**src/rtl/fp_wb_stage.sv**
```systemverilog
// Purpose: writeback stage after fp_rnd; applies FMA flag fix-ups, buffers the result
// and keeps the sticky fflags. Latency: 1 cycle. Backpressure: 2-entry skid buffer,
// ready_o registered (no comb path from ready_i). Optional macro FP_WB_CANON_NAN_EN.

package fp_pkg;

  typedef enum logic [1:0] {FP32, FP64, FP16, BF16} fp_format_e;

  typedef struct packed {
    logic nv;
    logic dz;
    logic of;
    logic uf;
    logic nx;
  } status_t;

  function automatic int unsigned fp_width(input fp_format_e fmt);
    case (fmt)
      FP64:    return 64;
      FP16:    return 16;
      BF16:    return 16;
      default: return 32;
    endcase
  endfunction

  function automatic int unsigned fp_exp_bits(input fp_format_e fmt);
    case (fmt)
      FP64:    return 11;
      FP16:    return 5;
      BF16:    return 8;
      default: return 8;
    endcase
  endfunction

endpackage

module fp_wb_stage
  import fp_pkg::*;
#(
  parameter fp_format_e FP_FORMAT = FP32,
  localparam int unsigned W  = fp_width(FP_FORMAT)
) (
  input  logic         clk_i,
  input  logic         reset_i,
  input  logic         valid_i,
  output logic         ready_o,
  input  logic [W-1:0] result_i,
  input  logic [4:0]   flags_i,
  input  logic         u_exp_zero_i,
  input  logic [1:0]   rs_i,
  input  logic         mul_ovf_i,
  input  logic         mul_uf_i,
  input  logic         mul_uround_out_i,
  output logic         valid_o,
  input  logic         ready_i,
  output logic [W-1:0] result_o,
  output logic [4:0]   flags_o,
  input  logic         fflags_we_i,
  input  logic [4:0]   fflags_wdata_i,
  output logic [4:0]   fflags_o
);

  localparam int unsigned EB = fp_exp_bits(FP_FORMAT);
  localparam int unsigned MB = W - 1 - EB;

  typedef enum logic [1:0] {EMPTY, ONE, TWO} state_e;

  state_e       state_q, state_d;
  logic         ready_q;
  logic         accept, xfer;
  logic         ld_main, ld_skid, skid_to_main;

  logic [W-1:0] main_res_q, skid_res_q, res_in;
  status_t      main_flg_q, skid_flg_q;
  status_t      flg_in, flg_fix;
  logic [4:0]   fflags_q;

  logic [EB-1:0] exp_f;
  logic          uf_fix, uf_fix1;

  assign exp_f  = result_i[W-2 -: EB];
  assign flg_in = status_t'(flags_i);

  // When the product underflowed, fp_rnd's UF/NX were computed on a value that
  // already lost its range information, so they are rebuilt from the raw bits.
  always_comb begin
    uf_fix     = (exp_f == '0) & (|rs_i);
    uf_fix1    = u_exp_zero_i & (exp_f == EB'(1)) & mul_uround_out_i;
    flg_fix    = flg_in;
    flg_fix.of = flg_in.of | mul_ovf_i;
    flg_fix.uf = mul_uf_i ? (uf_fix | uf_fix1) : flg_in.uf;
    flg_fix.nx = mul_uf_i ? (|rs_i) : (flg_in.nx | mul_ovf_i);
  end

`ifdef FP_WB_CANON_NAN_EN
  localparam logic [W-1:0] CANON_NAN = {1'b0, {EB{1'b1}}, 1'b1, {(MB-1){1'b0}}};
  logic is_nan;
  assign is_nan = (&exp_f) & (|result_i[MB-1:0]);
  assign res_in = is_nan ? CANON_NAN : result_i;
`else
  assign res_in = result_i;
`endif

  assign accept = valid_i & ready_q;
  assign xfer   = (state_q != EMPTY) & ready_i;

  always_comb begin
    state_d      = state_q;
    ld_main      = 1'b0;
    ld_skid      = 1'b0;
    skid_to_main = 1'b0;
    case (state_q)
      EMPTY: begin
        if (accept) begin
          ld_main = 1'b1;
          state_d = ONE;
        end
      end
      ONE: begin
        case ({xfer, accept})
          2'b11: ld_main = 1'b1;
          2'b10: state_d = EMPTY;
          2'b01: begin
            ld_skid = 1'b1;
            state_d = TWO;
          end
          default: state_d = ONE;
        endcase
      end
      TWO: begin
        if (xfer) begin
          skid_to_main = 1'b1;
          state_d      = ONE;
        end
      end
      default: state_d = EMPTY;
    endcase
  end

  always_ff @(posedge clk_i or posedge reset_i) begin
    if (reset_i) begin
      state_q <= EMPTY;
      ready_q <= 1'b1;
    end else begin
      state_q <= state_d;
      ready_q <= (state_d != TWO);
    end
  end

  always_ff @(posedge clk_i or posedge reset_i) begin
    if (reset_i) begin
      main_res_q <= '0;
      main_flg_q <= '0;
      skid_res_q <= '0;
      skid_flg_q <= '0;
    end else begin
      if (ld_main) begin
        main_res_q <= res_in;
        main_flg_q <= flg_fix;
      end else if (skid_to_main) begin
        main_res_q <= skid_res_q;
        main_flg_q <= skid_flg_q;
      end
      if (ld_skid) begin
        skid_res_q <= res_in;
        skid_flg_q <= flg_fix;
      end
    end
  end

  // A CSR write colliding with a transfer must still keep that op's flags.
  always_ff @(posedge clk_i or posedge reset_i) begin
    if (reset_i) begin
      fflags_q <= '0;
    end else if (fflags_we_i && xfer) begin
      fflags_q <= fflags_wdata_i | main_flg_q;
    end else if (fflags_we_i) begin
      fflags_q <= fflags_wdata_i;
    end else if (xfer) begin
      fflags_q <= fflags_q | main_flg_q;
    end
  end

  assign ready_o  = ready_q;
  assign valid_o  = (state_q != EMPTY);
  assign result_o = main_res_q;
  assign flags_o  = main_flg_q;
  assign fflags_o = fflags_q;

endmodule

```
**config.mk**
```make
export PLATFORM = sky130hd
export DESIGN_NAME = fp_wb_stage
export DESIGN_NICKNAME = d
export VERILOG_FILES = /design/src/rtl/fp_wb_stage.sv
export SDC_FILE = /design/constraint.sdc
export NUM_CORES = 1
export LEC_CHECK = 0
export CAP_MARGIN = 10
export CORE_MARGIN = 5
export CORE_UTILIZATION = 30
export CTS_CLUSTER_DIAMETER = 30
export DETAILED_ROUTE_END_ITERATION = 6
export PLACE_DENSITY = 0.53
export SKIP_LAST_GASP = 1
export SLEW_MARGIN = 20
export SYNTH_ARGS = -nofsm -noshare
export SYNTH_HDL_FRONTEND = slang
export SYNTH_SLANG_ARGS = --single-unit
```
**constraint.sdc**
```tcl
create_clock -name clk_i -period 2.75 [get_ports clk_i]
set_clock_uncertainty 0.2 [all_clocks]
set_input_delay 0.275 -clock clk_i [delete_from_list [all_inputs] [get_ports clk_i]]
set_output_delay 0.275 -clock clk_i [all_outputs]
set_load 0.005 [all_outputs]
```
==> results.md <==
* Buffers added on ports at 96
* Slew @ Worst Pin at 1050 ps
* Max H-tree Level at 3
* Simple logic cell fraction of the synthesized area at 11.1%
* Startpoint types: input port
* Die extent in x at 118 um
* Root Buffer: clkbuf_16
* Die area at 14000 um2
* Initial antenna violation count at 0
* Max IR drop VDD at 0.000381 V
* CP max FO at 35
* Setup violators final at 0
* Sequential fraction of the synthesis area at 58.4%
* Row count at 39
* Cells after Synth at 253
* Starting Density at 30.6%
* Postcts setup bufs at 0
* Status: finished clean
* Synth Warn # at 0
* IO Pins at 97
* Per-cell routed wire length at 18.3 um
* Tot GR Track Use at 13.0%
* Post-Syn Area at 3510 um2
* Yosys cell types at 35
* Avg Inst Size Synth at 13.9 um2
* Met3 routed WL at 618 um
* Skew-Pair Late Insertion Delay at 330 ps
* Most common cell after layout, fill and taps aside: clkdlybuf4s50_1
* Fin. max-slew vios at 0
* CTS tree: yes
* Vias in the first global route at 2676
* Hold Path Class: in2async
* Max-Cap Viols at 0
* Met2 wire len at 4200 um
* GRT Residual Overflow at 0
* Crit path time final at 2170 ps
* Drt initial violations at 151
* Share of layout cells above drive strength 1 at 18.4%
* Final setup TNS at 0 ps
* Final hold violation count at 0
* Most frequent cells in the layout: clkdlybuf4s50_1, dfrtp_1, a221o_1
* Met1 Wirelength at 4220 um
* Die height at 118 um
* Ant. Diodes at 0
* Longest Clk Path Bufs at 2
* Avg Vias per Cell at 5.04
* Layout fillers at 1066
* Asr flop ratio synth at 100%
* Final net count at 401
* Synth Flop Type: dfrtp_1
* Post-route antenna net violation count at 0
* Compound-Gate Fraction of Synth Area at 13.6%
* Mux share of post-synthesis cell area at 12.7%
* First-pass GRT wire length at 14700 um
* Vias post-DR at 2501
* Largest family of logic cells by synthesized area: compound AO/OA/AOI/OAI gates
* WP data arrival at 2230 ps
* Largest net degree at the start of global routing at 83
* Leak Pwr at 2.13 nW
* DP HPWL at 5760 um
* DRC at 0
* Critical Path RT at 2810 ps
* RSZ-0062 raised after global routing: false
* Post-synth EDFFs at 0
* Clock Sinks at 82
* Syn Nets at 306
* Synthesized flop and latch total at 82
* Fmax at 0.461 GHz
* TritonCTS Buffers at 9
* Clock slew at reported path FFs at 60 ps
* Critical setup path kind: in2reg
* Drt pass-1 iters at 4
* Synthesis-to-finish area growth at 39.4%
* CTS-repair resized insts at 0
* Final critical-path share of the clock period at 79.0%
* Top sig layer: met4
* Synth Area in XOR/XNOR at 0%
* Core Region at 11500 um2
* Post-synthesis adder-cell area fraction at 0%
* Crit end category: flop
* Layout Utilization at 42.7%
* PwrDens at 1050 nW/um2
* Hold Buf Count CTS at 0
* WL final at 9080 um
* GPL Wtd Cong at 0.754
* Max_slew headroom at 29.8%
## metrics by stage
stage | cell area [um2] | total power (W) | setup WS [ps] | hold WS, ps | cells
2_1_floorplan | 3510 | 0.00297 | 168 | 141 | 253
3_3_place_gp | 4580 | 0.00386 | 237 | 267 | 480
3_5_place_dp | 4580 | 0.00390 | 207 | 282 | 480
4_1_cts | 4900 | 0.00522 | 545 | 189 | 496
5_1_grt | 4900 | 0.00545 | 454 | 212 | 496
6_report | 4900 | 0.00514 | 579 | 162 | 496
## routing by layer
metal / up-vias / GRT usage (%)
met1: 1253 / 17.8
met4: 0 / 3.23
met3: 4 / 4.54
met5: - / 0
li1: 1163 / -
met2: 81 / 19.8
## synthesized netlist by cell type, types with 2 or more instances
cell | number | area share [%]
a21oi_1 | 5 | 0.71
a221o_1 | 40 | 11
and3_1 | 35 | 6.2
buf_2 | 4 | 0.57
buf_4 | 2 | 0.43
buf_6 | 8 | 2.6
clkbuf_1 | 4 | 0.43
dfrtp_1 | 81 | 58
mux2_2 | 35 | 11
mux2i_1 | 4 | 1.1
nand2b_1 | 2 | 0.36
nor2_1 | 4 | 0.43
nor2b_1 | 6 | 1.1
or2_2 | 2 | 0.36
## final cells by class
cell class	count	area (um2)	share of cell area, %
Sequential cell	82	2050	41.9
Inverter	1	5.00	0.102
Clock inverter	6	91.3	1.86
Multi-Input combinational cell	151	1320	26.8
Timing Repair Buffer	103	1030	20.9
Clock buffer	10	229	4.67
Tap cell	143	179	3.65
## state kept, by name (all words and copies together), names as in the netlist
register and count:
fflags_o 5, flags_o 5, ready_o 1, result_o 32, skid_flg_q 5, skid_res_q 32
state_q 2
## final timing paths
kind	startpoint	to	slack, ps	depth (start not counted)
min reg2reg	skid_res_q[3]	skid_res_q[3]	290	1
max reg2reg	state_q[1]	result_o[6]	700	3
max in group asynchronous	reset_i	ready_o	1840	3
min	reset_i	skid_res_q[13]	160	3
max	ready_i	result_o[6]	580	4
min in group clk_i	skid_res_q[3]	skid_res_q[3]	290	1
## report_power, final
group / internal, W / switching [W] / total, W / leakage, nW
Clock: 0.000799 / 0.000480 / 0.00128 / 0.157
Combinational: 0.00112 / 0.000603 / 0.00172 / 0.987
Sequential: 0.00178 / 0.000358 / 0.00214 / 0.982
## critical path, cell delays in order
cell             delay [ps]
clkdlybuf4s50_1         530
nand2b_1                270
a21oi_4                 860
a221o_1                 280
## cell families (layout without fill, tap and decap cells)
logic type	Yosys count	in the layout
AOI/OAI and AO/OA	51	51
DFF	82	82
and+or+nand+nor	60	60
muxes	40	40
buffers and inverters	20	120
(Power assumes the default switching activity.)
